## src/rtl/score_bcd_converter.sv

```systemverilog
// score_bcd_converter: serial double-dabble binary-to-BCD converter for a
// game score display. A conversion takes IN_WIDTH shift cycles bracketed by
// a load cycle and a DONE cycle. Outputs update only in DONE, so the display
// never sees a partially converted value.
// Optional build macro: BCD_CLAMP_EN -- scores above 9999 show as 9999
// instead of wrapping to score mod 10000.
module score_bcd_converter #(
  parameter int IN_WIDTH = 16
) (
  input  logic                clk,
  input  logic                reset,
  input  logic [IN_WIDTH-1:0] score,
  output logic [15:0]         bcd,
  output logic                valid,
  output logic                busy,
  output logic                updated,
  output logic                overflow
);

  // 5 BCD digits on top of the binary field; the binary bits are shifted
  // into the digit field one per SHIFT cycle.
  localparam int SR_W  = 20 + IN_WIDTH;
  localparam int CNT_W = $clog2(IN_WIDTH + 1);

  typedef enum logic [1:0] {IDLE, SHIFT, DONE} state_t;

  state_t              state_q, state_d;
  logic [SR_W-1:0]     sr_q, sr_d, sr_adj;
  logic [CNT_W-1:0]    cnt_q, cnt_d;
  logic [IN_WIDTH-1:0] cap_q, cap_d;
  logic [IN_WIDTH-1:0] last_q, last_d;
  logic                first_pending_q, first_pending_d;
  logic [15:0]         bcd_q, bcd_d;
  logic                valid_q, valid_d;
  logic                busy_q, busy_d;
  logic                updated_q, updated_d;
  logic                overflow_q, overflow_d;
  logic [19:0]         digits;

  assign digits = sr_q[SR_W-1 -: 20];

  // Double-dabble correction: bump every digit >= 5 by 3 before the shift.
  always_comb begin
    sr_adj = sr_q;
    for (int i = 0; i < 5; i++) begin
      if (sr_q[IN_WIDTH + 4*i +: 4] >= 4'd5)
        sr_adj[IN_WIDTH + 4*i +: 4] = sr_q[IN_WIDTH + 4*i +: 4] + 4'd3;
    end
  end

  // Next-state and next-output logic for the IDLE/SHIFT/DONE sequence.
  always_comb begin
    state_d         = state_q;
    sr_d            = sr_q;
    cnt_d           = cnt_q;
    cap_d           = cap_q;
    last_d          = last_q;
    first_pending_d = first_pending_q;
    bcd_d           = bcd_q;
    valid_d         = valid_q;
    busy_d          = busy_q;
    updated_d       = 1'b0;
    overflow_d      = overflow_q;
    case (state_q)
      IDLE: begin
        // Only the score present in this cycle is converted; changes made
        // while busy are picked up here on the way back.
        if (score != last_q || first_pending_q) begin
          sr_d    = {20'd0, score};
          cap_d   = score;
          cnt_d   = '0;
          busy_d  = 1'b1;
          state_d = SHIFT;
        end
      end
      SHIFT: begin
        sr_d  = {sr_adj[SR_W-2:0], 1'b0};
        cnt_d = cnt_q + 1'b1;
        if (cnt_q == CNT_W'(IN_WIDTH - 1))
          state_d = DONE;
      end
      DONE: begin
        overflow_d = (digits[19:16] != 4'd0);
`ifdef BCD_CLAMP_EN
        bcd_d = (digits[19:16] != 4'd0) ? 16'h9999 : digits[15:0];
`else
        bcd_d = digits[15:0];
`endif
        valid_d         = 1'b1;
        updated_d       = 1'b1;
        last_d          = cap_q;
        first_pending_d = 1'b0;
        busy_d          = 1'b0;
        state_d         = IDLE;
      end
      default: begin
        busy_d  = 1'b0;
        state_d = IDLE;
      end
    endcase
  end

  // State and registered outputs; reset aborts any conversion in flight.
  always_ff @(posedge clk) begin
    if (reset) begin
      state_q         <= IDLE;
      sr_q            <= '0;
      cnt_q           <= '0;
      cap_q           <= '0;
      last_q          <= '0;
      first_pending_q <= 1'b1;
      bcd_q           <= 16'h0000;
      valid_q         <= 1'b0;
      busy_q          <= 1'b0;
      updated_q       <= 1'b0;
      overflow_q      <= 1'b0;
    end else begin
      state_q         <= state_d;
      sr_q            <= sr_d;
      cnt_q           <= cnt_d;
      cap_q           <= cap_d;
      last_q          <= last_d;
      first_pending_q <= first_pending_d;
      bcd_q           <= bcd_d;
      valid_q         <= valid_d;
      busy_q          <= busy_d;
      updated_q       <= updated_d;
      overflow_q      <= overflow_d;
    end
  end

  assign bcd      = bcd_q;
  assign valid    = valid_q;
  assign busy     = busy_q;
  assign updated  = updated_q;
  assign overflow = overflow_q;

endmodule

```

## config.mk

```make
export PLATFORM = sky130hd
export DESIGN_NAME = score_bcd_converter
export DESIGN_NICKNAME = d
export VERILOG_FILES = /design/src/rtl/score_bcd_converter.sv
export SDC_FILE = /design/constraint.sdc
export NUM_CORES = 1
export LEC_CHECK = 0
export ABC_AREA = 1
export BUFFER_PORTS_ARGS = -buffer_cell sky130_fd_sc_hd__buf_2
export CAP_MARGIN = 20
export CORE_MARGIN = 3
export CORE_UTILIZATION = 44
export DETAILED_ROUTE_END_ITERATION = 10
export GPL_TIMING_DRIVEN = 0
export MAX_ROUTING_LAYER = met4
export SYNTH_ARGS = -nofsm -noshare
export SYNTH_HDL_FRONTEND = slang
export SYNTH_SLANG_ARGS = --single-unit
export TNS_END_PERCENT = 5
```

## constraint.sdc

```tcl
create_clock -name clk -period 3.2 [get_ports clk]
set_input_delay 0.16 -clock clk [delete_from_list [all_inputs] [get_ports clk]]
set_output_delay 0.16 -clock clk [all_outputs]
set_load 0.005 [all_outputs]
```

### After elaboration in Yosys (flattened, before gate mapping)

Index checks and enable logic that the tools add are counted.

* div/mod/pow operators: 0
* shift-type cells: 0
* muxes and demuxes: 15
* equality and inequality tests: 6
* $add $sub $neg: 6
* order comparisons: 5
* multipliers: 0
* bitwise gates (word level): 1
* reductions and logical operators: 8

Operators by type and width (count)
* case mux 36 bit (2 select lines): 1
* 2-to-1 mux 36 bit: 1
* >= comparator 4 x 3 -> 1 bit, second input constant: 5
* adder 4 x 2 -> 4 bit, second input constant: 4
* 2-to-1 mux 4 bit: 4
* != test 16 bit: 1
* case mux 5 bit (2 select lines): 1
* AND reduction 2 bit: 4
* adder 5 x 1 -> 5 bit, second input constant: 1
* equality test 5 x 4 -> 1 bit, second input constant: 1
* 2-to-1 mux 5 bit: 1
* 2-to-1 mux 2 bit: 2
* != test 2 bit, second input constant: 2
* case mux 2 bit (2 select lines): 1
* nonzero test 4 bit: 1
* adder 3 x 2 -> 3 bit, second input constant: 1
* 2-to-1 mux 3 bit: 1
* equality test 2 x 1 -> 1 bit, second input constant: 1
* equality test 2 bit, second input constant: 1
* logical NOT 2 bit: 1
* 2-to-1 mux 1 bit: 2
* case mux 1 bit (2 select lines): 1
* nonzero test 2 bit: 1
* logical OR 1 bit: 1
* inverter 1 bit: 1

* memories kept: 0
* logic and storage cells: 52
* bits in latches: 0
* memory bits (read-only): 0
* flip-flop bits (word level): 96
* memory bits (writable): 0
* output and inout port bits: 20
* input port bits: 18

### Logic depth before layout (Yosys ltp)

* word-level depth: 4
* depth in mapped cells: 12

### Least setup slack after synthesis

OpenSTA, ideal clock, no wires.

* path kind: register to register
* from: register last_q[3]
* to: register cap_q[11]
* path buffers: 1
* data arrival time: 1.250 ns
* stages on the path, launching flop included: 13
* setup slack: 1.834 ns
* cell sequence: dfxtp_1 > inv_1 > nand2_1 > nand2_1 > nor2_1 > nand2_1 > nor2_1 > nand3_2 > nand2_4 > inv_1 > buf_2 > nor2_1 > nor2_1

* word-level cells in the longest chain between the ends: 3

RTL lines
* from (decl): line 31 `logic [IN_WIDTH-1:0] last_q, last_d;`
* from (signal assigned): line 122 `last_q <= last_d;`
* != test 16 bit: line 68 `if (score != last_q || first_pending_q) begin`
* logical OR 1 bit: line 68
* AND reduction 2 bit (no source line)
* to (signal assigned): line 121 `cap_q <= cap_d;`
* to (decl): line 30 `logic [IN_WIDTH-1:0] cap_q, cap_d;`

No other way between the ends.
A chain may end at the register's enable or synchronous reset.

### Final worst setup path

* from: register state_q[1]
* to: register last_q[13]

* word-level cells in the longest chain between the ends: 1

RTL lines
* from (decl): line 27 `state_t state_q, state_d;`
* from (signal assigned): line 118 `state_q <= state_d;`
* equality test 2 bit: line 64 `case (state_q)`

No other way between the ends.

==> impl.org <==
** Synthesis
- Sequential-to-total area share from yosys stat :: 43.5%
- Of all flip-flops after synthesis, the portion carrying an async set or reset was 0%.
- The Yosys step of the flow raised 0 warnings.
- Synth cell count leaders :: sky130_fd_sc_hd__nor2_1, sky130_fd_sc_hd__dfxtp_1, sky130_fd_sc_hd__o21ai_0
- Post-synthesis cell type count :: 28
- Mean instance size in the synthesized netlist :: 7.76 um2
- Summing the areas of all compound-gate instances in the mapped netlist gives 21.2% of the synthesized area.
- For this run, the leading register cell type out of synthesis is sky130_fd_sc_hd__dfxtp_1.
- Synth area leaders :: sky130_fd_sc_hd__dfxtp_1, sky130_fd_sc_hd__o21ai_0, sky130_fd_sc_hd__nor2_1, sky130_fd_sc_hd__a21oi_1, sky130_fd_sc_hd__inv_1
- After synthesis, the share of cell area in mux cells is 0%.
- Among all cell types in the netlist, the one instantiated most often is sky130_fd_sc_hd__nor2_1.
- Synthesized netlist cell count :: 569
- Nets in the synthesized netlist :: 600
- After synthesis, the largest family of logic cells by area is simple AND/OR/NAND/NOR gates.
- Cell type with the largest total area after synthesis :: sky130_fd_sc_hd__dfxtp_1
- Count of flip-flops with a built-in enable after synthesis :: 0
- Summing the areas of all and, or, nand and nor instances in the mapped netlist gives 21.3% of the synthesized area.
- Cell Area, Synth :: 4410 um2
- Adder and majority gate portion of the synthesized area :: 3.69%
- Seq cells post-synth :: 96
- Summing the areas of all xor and xnor instances in the mapped netlist gives 1.59% of the synthesized area.
- Of the post-synthesis cell area, the dominant cell type holds 43.5%.

** STA
- Count of final max-slew check failures :: 0
- Measured against its own limit, the worst slew margin works out to 51.8%.
- Number of endpoints failing setup at the final stage :: 0
- Setup repair after global routing left no endpoint under its margin.
- For the final database, setup skew stands at 0.00791 ns.
- Final cycle utilization of the critical path :: 55.3%
- Actual transition at the worst max-transition pin :: 0.722 ns
- Fmax :: 0.565 GHz
- Clock period minus final worst setup slack :: 1.77 ns
- Final worst-path setup slack :: 1.43 ns
- Sum of negative setup slack :: 0 ns
- Total count of hold-check failures in the final report :: 0

** Worst hold path
- Counting instances, the worst hold path has a depth of 3.
- For hold timing, the worst endpoint is sr_q[2].
- Worst min-delay path class :: input pin to flop
- In this run the most critical hold path is launched from score[2].

** Critical path
- Category of the worst setup path launch point :: flop
- For the worst setup path, the data required time is 3.43 ns.
- The startpoint identified for the worst register-to-register timing path is state_q[1].
- Worst setup path class :: flop to flop
- Largest driver fanout on the critical path :: 10
- Flop-to-flop setup slack :: 1.43 ns
- Worst R2R End :: last_q[13]
- STA classifies the critical path endpoint as a flop.
- Arrival time of the worst setup path :: 2.00 ns
- Worst Reg-to-Reg Cells :: 6

** Routing
- For this run, design rule violations remaining after detail routing come to 0.
- In the final routed layout, each cell accounts on average for 13.8 um.
- After detailed routing, the total wire length is 10400 um.
- In this run, the number of DRC markers left after iteration 0 of detailed routing was 164.
- In the routed layout, each cell is associated on average with a via count of 4.91.
- Across all layers, the routed design uses 3687 vias.
- The pre-antenna-repair detailed-routing pass consisted of 4 iterations.
- Once detail routing completed, the nets flagged for antenna violations numbered 0.

** Power
- Power per unit of standard cell area :: 458 nW/um2
- Max rail drop VDD :: 247 uV
- Overall power consumption :: 2.27 mW
- Reported leakage power :: 2.01 nW

** Clock network
- Clock network latency to the later pin of the worst-skew pair :: 0.36 ns
- For this design, the sink count on the clock tree is 96.
- The number of gates resized after CTS was 0.
- The tree is rooted in a sky130_fd_sc_hd__clkbuf_8.
- After clock tree synthesis, the flow added hold-fix buffers numbering 0.
- Postcts setup bufs :: 0
- CTS H-Tree Depth :: 3
- Clock-pin slew was measured on the worst setup and hold paths at 0.09 ns.
- TritonCTS built the clock tree.
- Clock Path Buffers :: 2
- In this run, CTS created clock tree buffers numbering 9.

** Die
- Pin placement for this block handled 38 I/O pins.
- Chip height :: 106 um
- For this configuration, the core starts out at a cell density of 46.4%.
- Std-Cell Rows :: 35
- Overall die width :: 106 um
- Core area :: 9500 um2
- The die covers 11300 um2.

** GRT
- Final global-route overflow total :: 0
- Antenna violations before repair :: 0
- Pin count of the biggest net entering global routing :: 15
- Number of global-route vias before repair :: 3589
- The first global-routing pass estimated 17400 um of wire.
- Across every metal layer, demand over resource in global routing totals 19.7%.

** Placement
- Counting tap cells, the placed design contains a total of 735 instances.
- Prior to clock tree synthesis, the placed netlist has a worst setup slack of 1.40 ns.
- I/O Buffers :: 37
- At the end of routability-driven placement, the weighted congestion stood at 0.811.
- Detailed-placement wirelength estimate :: 7370 um

** Final layout
- Number of antenna cells inserted :: 0
- Area Growth Syn to Fin :: 12.4%
- Number of nets in the layout :: 648
- For this run, the number of standard cells in the final layout without fillers is 751.
- Filler Cells Inserted :: 947
- Fraction of final layout cells with drive strength greater than 1 :: 17.0%

** Run
- Number of violations of the max-capacitance limit :: 0

** Run status
- The flow ran to the end, and the final reports show no timing, DRC or antenna violations.
==> report_power, final <==
group	switching, mW	internal (mW)	total, mW
Sequential	0.0196	1.23	1.25
Clock	0.406	0.403	0.809
Combinational	0.139	0.0733	0.212
==> cell families after synthesis <==
family                     count (synthesis)
buffers and inverters                     88
AOI/OAI and AO/OA                        163
adders and majority gates                 13
xor gates and xnor gates                   8
DFF                                       96
and+or+nand+nor                          201
==> critical path, stage by stage (launching register included) <==
cell	delay [ns]
sky130_fd_sc_hd__dfxtp_1	0.35
sky130_fd_sc_hd__inv_1	0.08
sky130_fd_sc_hd__nor2_1	0.09
sky130_fd_sc_hd__inv_1	0.08
sky130_fd_sc_hd__clkbuf_1	0.39
sky130_fd_sc_hd__clkbuf_1	0.51
sky130_fd_sc_hd__a21oi_1	0.14
==> cells in the final DEF, fill, tap and decap left out, drive strengths merged <==
| cell type | synthesis | routed |
|---|---|---|
| xnor2 | 4 | 4 |
| nor3 | 1 | 1 |
| clkinv | 1 | 3 |
| nand3 | 39 | 39 |
| buf | 13 | 50 |
| o21bai | 15 | 15 |
| xor2 | 4 | 4 |
| nand2 | 58 | 58 |
| nand4 | 4 | 4 |
| clkbuf | 18 | 31 |
| dfxtp | 96 | 96 |
| a21oi | 63 | 63 |
| o211ai | 2 | 2 |
| bufinv | 0 | 1 |
| or2 | 1 | 1 |
| o21ai | 82 | 82 |
| inv | 56 | 56 |
| a41oi | 1 | 1 |
| ha | 13 | 13 |
| nor2 | 98 | 98 |
==> layout make-up <==
class,count,area (um2),area share [%]
Multi-Input combinational cell,385,2110,42.5
Clock buffer,13,159,3.20
Timing Repair Buffer,37,185,3.73
Sequential cell,96,1920,38.8
Buffer,31,171,3.46
Inverter,57,214,4.31
Tap cell,129,161,3.26
Clock inverter,3,40.0,0.807
==> through the flow <==
step,area [um2],hold slack [ns],util (%)
3_5_place_dp,4760,0.437,50.1
3_3_place_gp,4760,0.436,50.1
4_1_cts,4960,0.0820,52.2
2_1_floorplan,4410,0.311,-
5_1_grt,4960,0.0977,52.2
6_report,4960,0.0953,52.2
==> routing by layer <==
| metal | track usage [%] | routed length [um] | up-vias |
|---|---|---|---|
| met5 | - | 0 | - |
| met3 | 4.61 | 350 | 14 |
| met1 | 24.6 | 4930 | 1676 |
| met4 | 4.26 | 123 | 0 |
| li1 | - | - | 1945 |
| met2 | 32.6 | 4960 | 52 |
==> state kept, by name, indices dropped and copies added (netlist names) <==
register         cells
first_pending_q      1
cap_q               16
bcd                 16
last_q              16
sr_q                36
state_q              2
busy                 1
valid                1
updated              1
cnt_q                5
overflow             1
==> worst max-delay path by stage <==
stage | to | depth (start not counted) | startpoint
floorplan | cap_q[11] | 12 | last_q[3]
global placement | last_q[14] | 6 | state_q[1]
detailed placement | last_q[13] | 6 | state_q[1]
CTS | last_q[13] | 6 | state_q[1]
global route | sr_q[15] | 7 | state_q[0]
finish | last_q[13] | 6 | state_q[1]
Power figures use the tool's default switching activity.
